## config.mk

```make
export PLATFORM = sky130hd
export DESIGN_NAME = fft_bitrev_feeder
export DESIGN_NICKNAME = d
export VERILOG_FILES = /design/src/rtl/fft_pkg.sv /design/src/rtl/fft_bitrev_bank.sv /design/src/rtl/fft_bitrev_feeder.sv
export SDC_FILE = /design/constraint.sdc
export NUM_CORES = 2
export LEC_CHECK = 0
export CAP_MARGIN = 10
export CORE_MARGIN = 1
export CORE_UTILIZATION = 50
export CTS_CLUSTER_SIZE = 25
export DETAILED_ROUTE_END_ITERATION = 8
export PLACE_DENSITY = 0.66
export SLEW_MARGIN = 20
export SYNTH_ARGS = -nofsm -noshare
export SYNTH_HDL_FRONTEND = slang
export SYNTH_HIERARCHICAL = 1
export SYNTH_SLANG_ARGS = --single-unit
```

## constraint.sdc

```tcl
create_clock -name clock -period 4.9 [get_ports clock]
set_input_delay 0.49 -clock clock [delete_from_list [all_inputs] [get_ports clock]]
set_output_delay 0.49 -clock clock [all_outputs]
set_load 0.02 [all_outputs]
```

## src/rtl/fft_pkg.sv

```systemverilog
// Shared constants, reader state and bit-reverse helper
// for the FFT bit-reversal feeder.
package fft_pkg;
  localparam int FFT_N     = 16;
  localparam int FFT_LOG2N = 4;
  localparam int FFT_WIDTH = 32;

  typedef enum logic {
    IDLE  = 1'b0,
    BURST = 1'b1
  } rd_state_t;

  function automatic logic [FFT_LOG2N-1:0] bitrev(
    input logic [FFT_LOG2N-1:0] a
  );
    logic [FFT_LOG2N-1:0] r;
    for (int i = 0; i < FFT_LOG2N; i++)
      r[i] = a[FFT_LOG2N-1-i];
    return r;
  endfunction
endpackage

```

## src/rtl/fft_bitrev_bank.sv

```systemverilog
// Simple dual-port ping-pong frame store, address {bank, addr}.
// Synchronous write, registered read.
module fft_bitrev_bank
  import fft_pkg::*;
#(
  parameter int DW = 2 * FFT_WIDTH,
  parameter int AW = FFT_LOG2N + 1
) (
  input  logic          clock,
  input  logic          reset,
  input  logic          we,
  input  logic [AW-1:0] waddr,
  input  logic [DW-1:0] wdata,
  input  logic          re,
  input  logic [AW-1:0] raddr,
  output logic [DW-1:0] rdata
);
  localparam int DEPTH = 1 << AW;

  logic [DW-1:0] mem [DEPTH];

  always_ff @(posedge clock) begin
    if (we) mem[waddr] <= wdata;
  end

  // Read register doubles as the output data register.
  always_ff @(posedge clock or negedge reset) begin
    if (!reset) rdata <= '0;
    else if (re) rdata <= mem[raddr];
  end
endmodule

```

## src/rtl/fft_bitrev_feeder.sv

```systemverilog
// Natural-order to bit-reversed-order frame reorder for
// the SDF FFT input, double-buffered for gapless streaming.
module fft_bitrev_feeder
  import fft_pkg::*;
#(
  parameter int WIDTH = FFT_WIDTH,
  parameter int N     = FFT_N,
  parameter int LOG2N = FFT_LOG2N
) (
  input  logic                    clock,
  input  logic                    reset,
  input  logic                    in_en,
  input  logic signed [WIDTH-1:0] in_real,
  input  logic signed [WIDTH-1:0] in_imag,
  output logic                    out_en,
  output logic signed [WIDTH-1:0] out_real,
  output logic signed [WIDTH-1:0] out_imag,
  output logic                    out_start,
  output logic                    out_last,
  output logic [15:0]             frame_count
);
  localparam logic [LOG2N-1:0] LAST = LOG2N'(N - 1);

  logic [LOG2N-1:0]   wptr;
  logic [LOG2N-1:0]   rcnt;
  logic               wbank;
  logic               rbank;
  logic [1:0]         full;
  logic [1:0]         set_full;
  logic [1:0]         clr_full;
  rd_state_t          state;
  logic               we;
  logic               rd;
  logic               at_last;
  logic [2*WIDTH-1:0] rdata;

  assign rd      = (state == BURST);
  assign at_last = rd && (rcnt == LAST);

  always_comb begin
    clr_full = '0;
    if (at_last) clr_full[rbank] = 1'b1;
  end

  // A bank released by the reader this edge is writable now.
  assign we = in_en && !(full[wbank] && !clr_full[wbank]);

  always_comb begin
    set_full = '0;
    if (we && wptr == LAST) set_full[wbank] = 1'b1;
  end

  always_ff @(posedge clock or negedge reset) begin
    if (!reset) begin
      wptr  <= '0;
      wbank <= 1'b0;
      full  <= '0;
    end else begin
      full <= (full & ~clr_full) | set_full;
      if (we) begin
        wptr <= wptr + 1'b1;
        if (wptr == LAST) wbank <= ~wbank;
      end
    end
  end

  always_ff @(posedge clock or negedge reset) begin
    if (!reset) begin
      state <= IDLE;
      rbank <= 1'b0;
      rcnt  <= '0;
    end else begin
      unique case (state)
        IDLE: begin
          if (full[rbank]) begin
            state <= BURST;
            rcnt  <= '0;
          end
        end
        BURST: begin
          rcnt <= rcnt + 1'b1;
          if (at_last) begin
            rbank <= ~rbank;
            if (!full[~rbank]) state <= IDLE;
          end
        end
        default: state <= IDLE;
      endcase
    end
  end

  always_ff @(posedge clock or negedge reset) begin
    if (!reset) begin
      out_en      <= 1'b0;
      out_start   <= 1'b0;
      out_last    <= 1'b0;
      frame_count <= '0;
    end else begin
      out_en      <= rd;
      out_start   <= rd && (rcnt == '0);
      out_last    <= at_last;
      frame_count <= frame_count + 16'(at_last);
    end
  end

  fft_bitrev_bank #(
    .DW (2 * WIDTH),
    .AW (LOG2N + 1)
  ) u_bank (
    .clock (clock),
    .reset (reset),
    .we    (we),
    .waddr ({wbank, wptr}),
    .wdata ({in_real, in_imag}),
    .re    (rd),
    .raddr ({rbank, bitrev(rcnt)}),
    .rdata (rdata)
  );

  assign out_real = rdata[2*WIDTH-1:WIDTH];
  assign out_imag = rdata[WIDTH-1:0];
endmodule

```

==> impl_metrics.env <==
export IMPL_final_period_utilization_pct=80.2
export IMPL_tritoncts_num_sinks=2144
export IMPL_routability_congestion_estimate=0.750
export IMPL_grt_start_max_net_pins=118
export IMPL_synth_largest_area_cell="edfxtp_1"
export IMPL_via_per_inst=6.29
export IMPL_design_portCount=150
export IMPL_post_synth_top_area_fraction_pct=76.1
export IMPL_routed_wire_length_mm=194
export IMPL_max_slew_margin_vs_limit_pct=20.6
export IMPL_post_synth_and_or_nand_nor_area_fraction_pct=1.13
export IMPL_tritoncts="done"
export IMPL_cell_count_post_placement=5692
export IMPL_hold_path_class="input port to flip-flop"
export IMPL_synth_xor_xnor_area_share_pct=0.217
export IMPL_synthesis_area_um2=80800
export IMPL_drc_errors=0
export IMPL_fin_skew_ns=0.0546
export IMPL_port_buffers=149
export IMPL_total_power_mw=52.5
export IMPL_grt_overflow_total=0
export IMPL_criticalPathCategory="flip-flop to flip-flop"
export IMPL_fp_dieArea_um2=163000
export IMPL_syn_num_nets=3544
export IMPL_grt_setup_unrepaired="no"
export IMPL_route_antenna_remaining_nets=0
export IMPL_required_ns=5.38
export IMPL_top_reg_cell_synth="edfxtp_1"
export IMPL_avgSynthCellArea_um2=23.3
export IMPL_critPathLaunchType="flip-flop"
export IMPL_origin_of_the_worst_setup_path="rbank"
export IMPL_yosysUniqueCellTypes=47
export IMPL_synth_adder_area_share_pct=0.0774
export IMPL_power_per_cell_area_nw_per_um2=569
export IMPL_maxClockFrequency_mhz=254
export IMPL_vdd_ir_drop_max_uv=571
export IMPL_max_fo_critical_path=36
export IMPL_core_region_area_um2=161000
export IMPL_number_of_global_route_vias_before_repair=38400
export IMPL_cts_htree_levels=4
export IMPL_final_period_minus_worst_setup_slack_ns=3.93
export IMPL_routed_via_count=38300
export IMPL_synth_seq_cells=2144
export IMPL_power_leakage_nw=28.9
export IMPL_yosysSeqAreaShare_pct=79.1
export IMPL_drt_pass1_iterations=7
export IMPL_total_number_of_yosys_warnings=6
export IMPL_cts_buffers_inserted=209
export IMPL_post_cts_resized_instances=0
export IMPL_chipWidth_um=404
export IMPL_reg2reg_to="u_bank/mem[15][53]"
export IMPL_clock_insertion_delay_worst_skew_ns=0.85
export IMPL_antenna_found_initial=11
export IMPL_run_status="finished, final reports clean"
export IMPL_regToRegSetupSlack_ns=0.97
export IMPL_cts_root_to_sink_buffers=3
export IMPL_syn_to_final_growth_pct=14.3
export IMPL_post_synth_inst_count=3472
export IMPL_total_nets_final=3817
export IMPL_max_capacitance_violation_count=0
export IMPL_fp_row_count=147
export IMPL_timing_critical_path_arrival_ns=4.41
export IMPL_drive_gt1_share_pct=26.7
export IMPL_place_hpwl_mm=100
export IMPL_global_route_wire_length_before_repair_mm=278
export IMPL_die_h_um=404
export IMPL_violation_count_after_the_first_detailed_route_iteration=4213
export IMPL_muxShareOfSynthArea_pct=15.0
export IMPL_post_cts_setup_buffers=0
export IMPL_synth_edf_count=2048
export IMPL_regToRegStartpoint="rbank"
export IMPL_setup_worst_path_end="u_bank/mem[15][53]"
export IMPL_detailed_route_wire_length_per_cell_um=31.9
export IMPL_grt_usage_pct=24.1
export IMPL_min_delay_path_depth=1
export IMPL_final_max_slew_violation_count=0
export IMPL_hold_viol=0
export IMPL_synth_top_family_by_area="multiplexers"
export IMPL_worstSetupEndpointType="flip-flop"
export IMPL_worst_slew_pin_transition_ns=1.19
export IMPL_post_layout_nonfiller_instances=6092
export IMPL_ys_top_cells_by_area="edfxtp_1 (76%), mux4_2 (14%), dfrtp_1 (3.0%), a22oi_1 (1.5%), a221o_1 (0.59%)"
export IMPL_initial_utilization_pct=50.3
export IMPL_fraction_of_the_mapped_netlist_area_in_compound_gates_pct=3.17
export IMPL_synth_async_reset_ratio_pct=4.48
export IMPL_ff2ff_path_depth=7
export IMPL_setup_violations_final=0
export IMPL_clock_root_buffer="clkbuf_16"
export IMPL_clkTransAtPathRegs_ns=0.06
-- power by group --
part	internal, mW	switching (mW)	total, mW
Clock	9.65	6.84	16.5
Sequential	21.4	0.735	22.1
Combinational	6.05	7.85	13.9
-- cells by family after synthesis --
| family | after synthesis |
|---|---|
| mux | 571 |
| compound gates | 346 |
| fa+ha+maj | 5 |
| buf+inv | 199 |
| flops | 2144 |
| simple gates | 187 |
| xor+xnor | 20 |
-- critical path, cell delays in order (launching register included) --
cell and delay [ns]:
dfrtp_1 0.82, inv_1 0.25, o211ai_2 0.33, nand3_4 0.12, inv_1 0.14, nand3_1 0.64
nor2_4 0.85, buf_12 0.39
-- worst min-delay path by stage --
stage,from,end,slack [ns]
floorplan,reset,frame_count[0],0.19
global placement,frame_count[15],frame_count[15],0.46
detailed placement,frame_count[15],frame_count[15],0.47
CTS,in_real[29],u_bank/mem[30][61],0.15
global route,in_imag[20],u_bank/mem[25][20],0.15
finish,in_imag[20],u_bank/mem[26][20],0.15
-- cells in the final DEF (no fill, tap or decap), types with 40 or more instances in the layout --
cell,n
edfxtp_1,2048
mux4_2,512
clkbuf_16,211
a22oi_1,165
clkdlybuf4s50_1,121
dfrtp_1,92
buf_4,85
nand2_1,60
a221o_1,48
clkbuf_1,46
clkinv_2,41
o22ai_1,41
a21oi_1,40
-- state kept, by name, summed over array words and instances, names as in the netlist --
register	cells
rd	1
frame_count	16
wbank	1
rcnt	4
out_start	1
u_bank/mem	2048
full	2
out_last	1
wptr	4
u_bank/rdata	64
rbank	1
out_en	1
-- final cells by class --
type / instances / area, um^2
inverter: 8 / 31.3
tap: 2160 / 2700
clock buffer: 272 / 5660
antenna: 3 / 7.51
multi-input combinational: 1129 / 16200
clock inverter: 123 / 1480
timing repair buffer: 253 / 2370
fill: 11400 / 68200
sequential: 2144 / 63900
-- routing by layer --
layer / wire, um / share of wire [%] / global-route usage [%] / vias to the layer above
met2: 93400 / 48 / 37.6 / 1753
met5: 58 / 0.030 / 0 / -
li1: - / - / - / 15500
met3: 15900 / 8.2 / 5.11 / 324
met4: 5310 / 2.7 / 7.55 / 12
met1: 79800 / 41 / 34.6 / 20700
-- per-stage QoR --
step | setup slack, ns | hold slack, ns | TNS [ns] | area, um^2 | utilization, %
after CTS | 1.00 | 0.153 | 0 | 92400 | 57.6
final | 0.968 | 0.150 | 0 | 92400 | 57.5
after detailed placement | 1.08 | 0.465 | 0 | 85300 | 53.1
after global placement | 1.14 | 0.461 | 0 | 85300 | 53.1
after floorplan | -0.246 | 0.194 | -123.96 | 80800 | -
after global routing | 0.831 | 0.151 | 0 | 92400 | 57.5
-- Yosys cell counts (9+ instances only) --
cell / n
nor3_1: 10
o21ai_0: 9
mux4_2: 512
buf_4: 18
o22ai_1: 41
nand3_1: 11
mux2i_1: 30
mux2_2: 28
buf_1: 11
a221o_1: 48
a21oi_1: 40
nor2b_1: 23
buf_2: 56
nand2_1: 60
buf_6: 20
xnor2_1: 14
clkbuf_1: 86
edfxtp_1: 2048
dfrtp_1: 96
a22oi_1: 165
a211oi_1: 29
nor2_1: 50
-- repair_timing --
action,CTS,global route
hold endpoints to repair,50,0
hold buffers,1,0
endpoints found under the setup margin,0,0
(Power assumes the default switching activity.)
